--- src/rtl/arb8_pkg.sv ---
`default_nettype none
// ============================================================================
// Module      : arb8_pkg
// Description : Shared types, sizes and scan helper for the 8-way RR arbiter.
// Revision    : 1.0 - initial release
// ============================================================================
package arb8_pkg;

    localparam int N_REQ = 8;
    localparam int SEL_W = 3;
    localparam int CNT_W = 4;

    typedef enum logic [0:0] {
        IDLE  = 1'b0,
        GRANT = 1'b1
    } arb_state_e;

    // Lowest set bit wins; the caller rotates the vector so bit 0 is the
    // highest-priority position.
    function automatic logic [SEL_W-1:0] find_first(input logic [N_REQ-1:0] vec);
        logic [SEL_W-1:0] idx;
        idx = '0;
        for (int i = N_REQ - 1; i >= 0; i--) begin
            if (vec[i]) idx = SEL_W'(i);
        end
        return idx;
    endfunction

endpackage
`default_nettype wire

--- src/rtl/rr_mux8.sv ---
`default_nettype none
// ============================================================================
// Module      : rr_mux8
// Description : Combinational 8:1 data select by sel, forced to 0 when idle.
// Revision    : 1.0 - initial release
// ============================================================================
module rr_mux8
    import arb8_pkg::*;
(
    input  logic [N_REQ-1:0] din,
    input  logic [SEL_W-1:0] sel,
    input  logic             out_valid,
    output logic             out_data
);

    logic [N_REQ-1:0] w_hit;

    for (genvar gi = 0; gi < N_REQ; gi++) begin : g_hit
        assign w_hit[gi] = din[gi] & (sel == SEL_W'(gi));
    end

    assign out_data = out_valid & (|w_hit);

endmodule
`default_nettype wire

--- src/rtl/rr_arbiter8.sv ---
`default_nettype none
// ============================================================================
// Module      : rr_arbiter8
// Description : 8-requester round-robin arbiter with burst limit and release.
// Revision    : 1.0 - initial release
// ============================================================================
module rr_arbiter8
    import arb8_pkg::*;
#(
    parameter int MAX_BURST = 4
)(
    input  logic             clk,
    input  logic             rst_n,
    input  logic [N_REQ-1:0] req,
    input  logic [N_REQ-1:0] din,
    input  logic             out_ready,
    output logic [N_REQ-1:0] gnt,
    output logic [SEL_W-1:0] sel,
    output logic             out_valid,
    output logic             out_data,
    output logic             busy
);

    arb_state_e       r_state;
    logic [SEL_W-1:0] r_sel;
    logic [SEL_W-1:0] r_ptr;
    logic [CNT_W-1:0] r_count;

    logic [2*N_REQ-1:0] w_dbl;
    logic [N_REQ-1:0]   w_rot;
    logic [SEL_W-1:0]   w_off;
    logic [SEL_W-1:0]   w_pick;
    logic               w_granted;
    logic               w_xfer;
    logic [CNT_W-1:0]   w_cnt_inc;
    logic               w_burst_done;
    logic               w_exit;

    // Rotate so position ptr lands at bit 0, pick first, then add ptr back.
    assign w_dbl  = {req, req};
    assign w_rot  = w_dbl[r_ptr +: N_REQ];
    assign w_off  = find_first(w_rot);
    assign w_pick = r_ptr + w_off;

    assign w_granted    = (r_state == GRANT);
    assign w_xfer       = w_granted & out_ready;
    assign w_cnt_inc    = r_count + 4'd1;
    assign w_burst_done = w_xfer & (w_cnt_inc == CNT_W'(MAX_BURST));
    assign w_exit       = w_granted & (~req[r_sel] | w_burst_done);

    always_ff @(posedge clk or negedge rst_n) begin
        if (!rst_n) begin
            r_state <= IDLE;
            r_sel   <= '0;
            r_ptr   <= '0;
            r_count <= '0;
        end else begin
            case (r_state)
                IDLE: begin
                    if (|req) begin
                        r_sel   <= w_pick;
                        r_count <= '0;
                        r_state <= GRANT;
                    end
                end
                GRANT: begin
                    if (w_exit) begin
                        r_ptr   <= r_sel + 3'd1;
                        r_count <= '0;
                        r_state <= IDLE;
                    end else if (w_xfer) begin
                        r_count <= w_cnt_inc;
                    end
                end
                default: r_state <= IDLE;
            endcase
        end
    end

    assign gnt       = w_granted ? ({{(N_REQ-1){1'b0}}, 1'b1} << r_sel) : '0;
    assign sel       = r_sel;
    assign out_valid = w_granted;
    assign busy      = w_granted;

    rr_mux8 u_mux (
        .din       (din),
        .sel       (r_sel),
        .out_valid (w_granted),
        .out_data  (out_data)
    );

endmodule
`default_nettype wire

--- config.mk ---
export PLATFORM = sky130hd
export DESIGN_NAME = rr_arbiter8
export DESIGN_NICKNAME = d
export VERILOG_FILES = /design/src/rtl/arb8_pkg.sv /design/src/rtl/rr_mux8.sv /design/src/rtl/rr_arbiter8.sv
export SDC_FILE = /design/constraint.sdc
export NUM_CORES = 1
export LEC_CHECK = 0
export ABC_AREA = 1
export BUFFER_PORTS_ARGS = -buffer_cell sky130_fd_sc_hd__buf_4
export CAP_MARGIN = 0
export CORE_UTILIZATION = 45
export DETAILED_ROUTE_END_ITERATION = 7
export GPL_TIMING_DRIVEN = 0
export PLACE_DENSITY = 0.69
export REMOVE_ABC_BUFFERS = 1
export SYNTH_ARGS = -nofsm -noshare
export SYNTH_HDL_FRONTEND = slang
export SYNTH_HIERARCHICAL = 1
export SYNTH_SLANG_ARGS = --single-unit
--- constraint.sdc ---
create_clock -name clk -period 3.2 [get_ports clk]
set_input_delay 0.96 -clock clk [delete_from_list [all_inputs] [get_ports clk]]
set_output_delay 0.96 -clock clk [all_outputs]
set_load 0.02 [all_outputs]
[Yosys cells after proc, flatten, opt, wreduce, memory -nomap -nowiden]
Index checks and enable logic that the tools add are counted.
Word-level totals
  flip-flop bits (word level): 11
  bits of input ports: 19
  output and inout port bits: 14
  logic and storage cells: 59
Operators by class
  add/subtract/negate cells: 3
  order comparisons: 1
  eq/ne operators: 10
  shift operators: 2
  muxes and demuxes: 18
  bitwise operators: 15
  reductions and logical operators: 6
Operators with widths (number)
  $mux 3: 8
  $reduce_or 8->1: 2
  $shiftx 16x4->8: 1
  $and 1x1->1: 12
  $eq 3x3->1 const B: 4
  $mux 4: 3
  $mux 8: 1
  $pmux 4 s2: 1
  $shl 1x3->8 const A: 1
  $eq 3x2->1 const B: 2
  $reduce_and 2->1: 3
  $add 4x1->4 const B: 1
  $eq 4x3->1 const B: 1
  $lt 3x4->1 const B: 1
  $add 3x1->3 const B: 1
  $add 3x3->3: 1
  $bmux 1 s3: 1
  $eq 3x1->1 const B: 1
  $logic_not 3->1: 1
  $mux 1: 3
  $ne 3x1->1 const B: 1
  $ne 2x2->1 const B: 1
  $not 1->1: 2
  $pmux 1 s2: 1
  $or 1x1->1: 1

[Logic depth before layout (Yosys ltp)]
Gate-level depths: netlist (run 1).
  depth in word-level cells: 10
  gate-level depth with buffers: 21
  mapped depth without buffers: 20

[Cells and area by module]
The synthesis (run 1) kept the hierarchy.
Modules (own cells, without submodules)
  rr_arbiter8: times used 1, cells each 193, area each 1288.7 um^2, seq. area each 275.3 um^2
  rr_mux8: times used 1, cells each 26, area each 103.8 um^2, seq. area each 0.0 um^2

[Worst setup path before layout (run 1)]
OpenSTA, ideal clock, no wires.
  kind: in2reg
  start: input req[1]
  end: register r_sel[2] (netlist: sel[2])
  library setup time: 0.118 ns
  arrival: 2.542 ns
  data required time: 3.082 ns
  setup slack: 0.541 ns
  stages on the path: 19
  buffers on the path: 0
  cells stage by stage: nand2_1 -> nand3_2 -> nand2_2 -> nand2_1 -> nand2_1 -> nand2_1 -> nand2_1 -> nand2_1 -> nand2_1 -> nand2_1 -> a21oi_1 -> ha_1 -> inv_1 -> fa_1 -> xor2_1 -> inv_1 -> nand3_1 -> nand3_1 -> nand2_1
On the way
  longest elaborated chain between the ends: 10
  elaborated cells between the ends (all ways): 12
  those cells by class: add/sub (1); shift (1); mux (8); reduce/logical (2)
Ends and longest elaborated chain
  start, declared: RTL line rr_arbiter8.sv:14  | input logic [N_REQ-1:0] req,
  $shiftx 16x4->8: RTL line rr_arbiter8.sv:41  | assign w_rot = w_dbl[r_ptr +: N_REQ];
  $mux 3 (8 in a row): RTL line arb8_pkg.sv:24  | if (vec[i]) idx = SEL_W'(i);
  $add 3x3->3: RTL line rr_arbiter8.sv:43  | assign w_pick = r_ptr + w_off;
  end signal, assigned: RTL line rr_arbiter8.sv:61  | r_sel <= w_pick;
  end, declared: RTL line rr_arbiter8.sv:25  | logic [SEL_W-1:0] r_sel;
Parallel ways exist; a longest one is shown, timed or not.
A chain may end at the register's enable or synchronous reset.

[Worst setup path after layout (run 1)]
  start: input req[5]
  end: register r_sel[2] (netlist: sel[2])
Same word-level chain as after synthesis.

==> results of run 1 <==
per-stage QoR:
step                      cell area, µm²  hold WS, ns   util  setup WS, ns
after floorplan                     1350        0.473      -         0.495
after global placement              1630        0.500  0.570         0.190
after detailed placement            1630        0.500  0.570         0.177
after CTS                           1650        0.500  0.579         0.456
after global routing                1650        0.507  0.579         0.263
final                               1650        0.506  0.579         0.481
cell families after synthesis:
logic type      count (synthesis)  synth area share
fa+ha+maj                       9            0.0863
xor+xnor                        3            0.0189
simple gates                  140             0.496
buf+inv                        37             0.127
compound gates                 19            0.0746
flops                          11             0.198
how the worst max path moves through the flow:
stage,from,to,slack (ns),depth (start not counted)
after floorplan,req[5],sel[2],0.49,19
after global placement,req[4],sel[2],0.19,19
after detailed placement,req[4],sel[2],0.18,19
after CTS,req[4],sel[2],0.46,19
after global routing,req[5],sel[2],0.26,20
final,req[5],sel[2],0.48,20
state kept, by name (all words and copies together), names as in the netlist:
signal / count
sel: 3
busy: 1
r_ptr: 3
r_count: 4
layer usage:
| metal | vias to the layer above | routed length (µm) |
|---|---|---|
| met5 | - | 0 |
| met4 | 0 | 43 |
| met3 | 5 | 156 |
| met2 | 37 | 1400 |
| met1 | 638 | 1480 |
| li1 | 764 | - |
power by group through the flow:
stage	combinational [mW]	clock (mW)	sequential, mW
2_1_floorplan	0.857	0	0.360
4_1_cts	1.18	0.0988	0.364
3_3_place_gp	1.17	0	0.364
3_5_place_dp	1.18	0	0.367
5_1_grt	1.35	0.105	0.385
6_report	1.17	0.0943	0.363
placed cells by master, fill, tap and decap left out:
cell / instances
ha_1: 8
nand2_4: 2
o21bai_1: 1
nand2_1: 62
buf_4: 32
xnor2_1: 1
inv_4: 1
inv_1: 27
nand4_1: 2
nand3_2: 8
o21ai_2: 1
nor4_1: 1
o21ai_1: 6
xor2_1: 2
o21ai_0: 7
clkbuf_4: 3
clkbuf_1: 1
o211ai_1: 1
inv_8: 1
or2_0: 1
clkinv_1: 1
nand2_2: 14
or2_2: 1
dfrtp_1: 11
inv_2: 2
nor2_1: 12
nand3_1: 29
nor3_1: 7
nor2_4: 1
fa_1: 1
a21oi_1: 3
area by class of cell:
class / count / share of cell area
inverters: 32 / 0.0788
flip-flops and latches: 11 / 0.167
repair buffers: 32 / 0.145
multi-input cells: 171 / 0.570
well taps: 31 / 0.0235
clock buffers: 4 / 0.0159
==> summary.txt, run 1 <==
status -> complete, but fails checks
failing checks -> design-rule violations
Multi-input gate area -> 941 µm²
Largest stage delay, worst path -> 0.37 ns
chip width -> 57.6 µm
Placed Cells -> 277
Reg2Reg Launch Point -> r_ptr[0]
worst path cell trace -> buf_4 -> nand2_1 -> nand3_2 -> nand2_1 -> nand2_1 -> nand2_1 -> nand2_1 -> nand2_1 -> nand2_1 -> nand2_1 -> nand2_1 -> a21oi_1 -> ha_1 -> inv_1 -> fa_1 -> xor2_1 -> inv_1 -> nand3_1 -> nand3_1 -> nand2_1
NetSw -> 0.940 mW
CP dominant cell by count -> nand2_1
Comb pwr share -> 0.719
layout cells sized above 1 -> 0.264
Hold Buf Count CTS -> 0
Switching Share -> 0.577
Ys Warns -> 6
final hold violations -> 0
fillcell total -> 303
# rows -> 19
Crit path required time -> 3.36 ns
buffers added on ports -> 32
Storage cell area -> 275 µm²
FFs w/ async S/R, synth -> 1.00
Tcrit/Tclk final -> 0.850
cts repair resizes -> 0
worst reg-to-reg path cell count -> 18
# setup viols final -> 0
Setup crit start kind -> input port
CP max FO -> 3
total track usage -> 0.204
Static Leak -> 0.920 nW
synthesis-to-finish area growth -> 18.6%
largest net degree at the start of global routing -> 15
worst reg2reg endpoint -> sel[2]
Least-Margin Pin Slew -> 0.501 ns
Max Clk Rate -> 0.368 GHz
Final min period -> 2.72 ns
met3 Use GR -> 0.0223
CP Class -> in2reg
Post-DRT Antenna Nets -> 0
Remaining DRCs -> 4
Starting Density -> 0.488
WL/cell -> 11.0 µm
die area -> 3320 µm²
GRT Residual Overflow -> 0
Root Buffer -> clkbuf_4
HP Class -> in2async
RSZ-0062 raised after global routing -> false
Reg clk slew, reported paths -> 0.07 ns
DP HPWL -> 2390 µm
power per cell area -> 986 nW/µm²
Slowest-stage cell, CP -> fa_1
Synth cell types -> 31
clock tree buffer depth -> 2
diodes inserted -> 0
Clock Power Share -> 0.058
Post-Layout Cell Count -> 281
#FFs+latches synth -> 11
latest clock arrival within the worst-skew pair -> 0.27 ns
I/O pins -> 33
met2 GRT Util -> 0.344
first-pass GRT wire length -> 5340 µm
met1 Usage GRT -> 0.273
Post-CTS Setup Inserts -> 0
Num CTS Buffers -> 3
initial antenna violation count -> 0
1st-iter DRT viols -> 95
r2r setup slk -> 0.55 ns
Synth top area share -> 0.198
Cell Int Power -> 0.689 mW
clk_skew -> 0.00150 ns
Arrival @ worst endpoint -> 2.88 ns
top cells by count, synth -> 62 x nand2_1, 29 x nand3_1, 27 x inv_1, 14 x nand2_2, 12 x nor2_1
Netlist Area Pre-Place -> 1390 µm²
H-tree depth -> 1
Avg Inst Size Synth -> 6.36 µm²
vias per cell -> 5.14
overall power -> 1.63 mW
most frequent cell after synthesis -> nand2_1
die height -> 57.6 µm
CTS tree -> built
CTS Sinks -> 11
GP Congestion -> 0.839
dominant cells by area after synthesis -> dfrtp_1 20%, nand2_1 17%, nand3_1 10%
Sequential Power Share -> 0.223
Slew Viols, Final -> 0
EDFF count, synth -> 0
leading area contributor after synthesis -> dfrtp_1
crit-path leading delay family -> simple AND/OR/NAND/NOR gates
CP Capture Type -> flop
Worst VDD drop -> 0.000584 V
core footprint -> 2850 µm²
# nets final -> 279
grt peak-use layer -> met2
total wire length -> 3080 µm
Seq/Total Area, Yosys -> 0.198
Setup TNS -> 0 ns
Most used DFF post-synth -> dfrtp_1
vias -> 1444
Pre-antenna DRT Iters -> 6
Slew HR -> 0.666
CP Buf/Inv Count -> 3
Max-cap violations -> 0
vias in the first global route -> 1285
Synth Instances -> 219
(Power assumes the default switching activity.)
==> run 2: changes to the inputs <==
- PLACE_DENSITY: 0.69 -> 0.71
- clock period: 3.2 -> 2.2 ns (I/O delays scaled with it)
==> summary.txt, run 2 (same netlist as run 1, synthesis figures left out) <==
status -> complete, but fails checks
failing checks -> design-rule violations, negative setup slack
core footprint -> 2850 µm²
die area -> 3320 µm²
# setup viols final -> 2
Static Leak -> 1.04 nW
Tcrit/Tclk final -> 1.09
Reg2Reg Launch Point -> r_ptr[0]
Final min period -> 2.41 ns
fin worst setup slack -> -0.207 ns
HP Class -> in2async
Placed Cells -> 277
Slew Viols, Final -> 0
fillcell total -> 264
Max-cap violations -> 0
CTS tree -> built
r2r setup slk -> -0.21 ns
# rows -> 19
vias -> 1501
Max Clk Rate -> 0.415 GHz
1st-iter DRT viols -> 105
largest register by flop count -> r_count
Setup TNS -> -0.238 ns
Post-DRT Antenna Nets -> 0
# nets final -> 297
die height -> 57.6 µm
DP HPWL -> 2470 µm
Remaining DRCs -> 3
Setup crit start kind -> flop
clk_skew -> 0.00128 ns
Pre-antenna DRT Iters -> 6
final hold violations -> 0
total track usage -> 0.222
first-pass GRT wire length -> 5820 µm
diodes inserted -> 0
Arrival @ worst endpoint -> 2.57 ns
chip width -> 57.6 µm
worst reg-to-reg path cell count -> 20
RSZ-0062 raised after global routing -> true
synthesis-to-finish area growth -> 36.2%
CTS Sinks -> 11
total wire length -> 3500 µm
I/O pins -> 33
worst reg2reg endpoint -> sel[2]
Worst VDD drop -> 0.000942 V
commonest cells after routing, fill and taps aside -> 57 x nand2_1, 49 x buf_4, 25 x inv_1, 21 x nand3_1, 16 x nand3_2
Crit path required time -> 2.36 ns
largest net degree at the start of global routing -> 15
Least-Margin Pin Slew -> 0.471 ns
Root Buffer -> clkbuf_4
vias per cell -> 5.02
WL/cell -> 11.7 µm
Reg clk slew, reported paths -> 0.07 ns
GRT Residual Overflow -> 0
layout cells sized above 1 -> 0.407
Post-Layout Cell Count -> 299
clock tree buffer depth -> 2
vias in the first global route -> 1362
CP Class -> reg2reg
Starting Density -> 0.488
CP Capture Type -> flop
CP max FO -> 8
latest clock arrival within the worst-skew pair -> 0.27 ns
H-tree depth -> 1
initial antenna violation count -> 0
buffers added on ports -> 32
most common library cell in the layout ignoring fill and taps -> nand2_1
Slew HR -> 0.683
GP Congestion -> 0.820
Num CTS Buffers -> 3
max FFs per register -> 4
power per cell area -> 1530 nW/µm²
Hold Buf Count CTS -> 0
## run 2: cell types whose count changed in the layout (fill, tap and decap cells not counted), sizes merged
| cell | previous run | this run |
|---|---|---|
| buf | 32 | 50 |
## run 2: through the flow
step	worst slack, ns	hold slack [ns]	total power [mW]	utilization	cell area (µm²)
floorplan	-0.205	0.364	1.77	-	1350
global placement	-0.506	0.500	2.24	0.570	1630
detailed placement	-0.574	0.502	2.26	0.570	1630
CTS	-0.244	0.199	2.63	0.617	1760
global route	-0.360	0.203	3.17	0.665	1900
finish	-0.207	0.210	2.90	0.665	1900
## run 2: critical path, cell delays in order, from the launching register on
cell,delay (ns)
dfrtp_2,0.42
buf_12,0.15
inv_12,0.09
nand2_4,0.05
nand3_2,0.07
nand3_2,0.08
nand2_2,0.08
nand2_1,0.06
nand2_1,0.05
nand2_1,0.04
nand2_1,0.05
nand2_1,0.05
a21oi_2,0.12
ha_2,0.19
inv_2,0.04
fa_2,0.33
xor2_1,0.16
inv_1,0.06
nand3_1,0.07
nand3_1,0.08
nand2_1,0.06
## run 2: how the worst max path moves through the flow
stage | start | end | slack [ns] | cells after the start
finish | r_ptr[0] | sel[2] | -0.21 | 20
global route | r_ptr[0] | sel[2] | -0.36 | 20
CTS | r_ptr[0] | sel[2] | -0.24 | 20
detailed placement | req[4] | sel[2] | -0.57 | 19
global placement | req[4] | sel[2] | -0.51 | 19
floorplan | req[5] | sel[2] | -0.21 | 19
## run 2: what timing repair did
item | CTS | global route
gates resized for setup | 15 | 18
pin swaps | 1 | 4
buffers inserted | 8 | 10
endpoints found under the hold margin | 0 | 0
endpoints found under the setup margin | 10 | 10
## run 2: power by group
part           leakage (nW)  switching, mW  internal (mW)  total, mW
Clock                0.0150         0.0689         0.0702      0.139
Combinational         0.891           1.31          0.965       2.28
Sequential            0.133          0.190          0.294      0.483
Total                  1.04           1.57           1.33       2.90
## run 2: routing by layer
metal,track usage,vias to the layer above,share of wire
li1,-,800,-
met1,0.295,668,0.45
met2,0.387,31,0.50
met3,0.0156,2,0.039
met4,0.0627,0,0.0046
met5,0,-,0
## run 2: cell type report
class / count / area, µm² / share of cell area
multi-input cells: 171 / 1030 / 0.541
clock buffers: 4 / 26.3 / 0.0139
flip-flops and latches: 11 / 283 / 0.149
repair buffers: 50 / 388 / 0.204
inverters: 32 / 135 / 0.0712
well taps: 31 / 38.8 / 0.0204
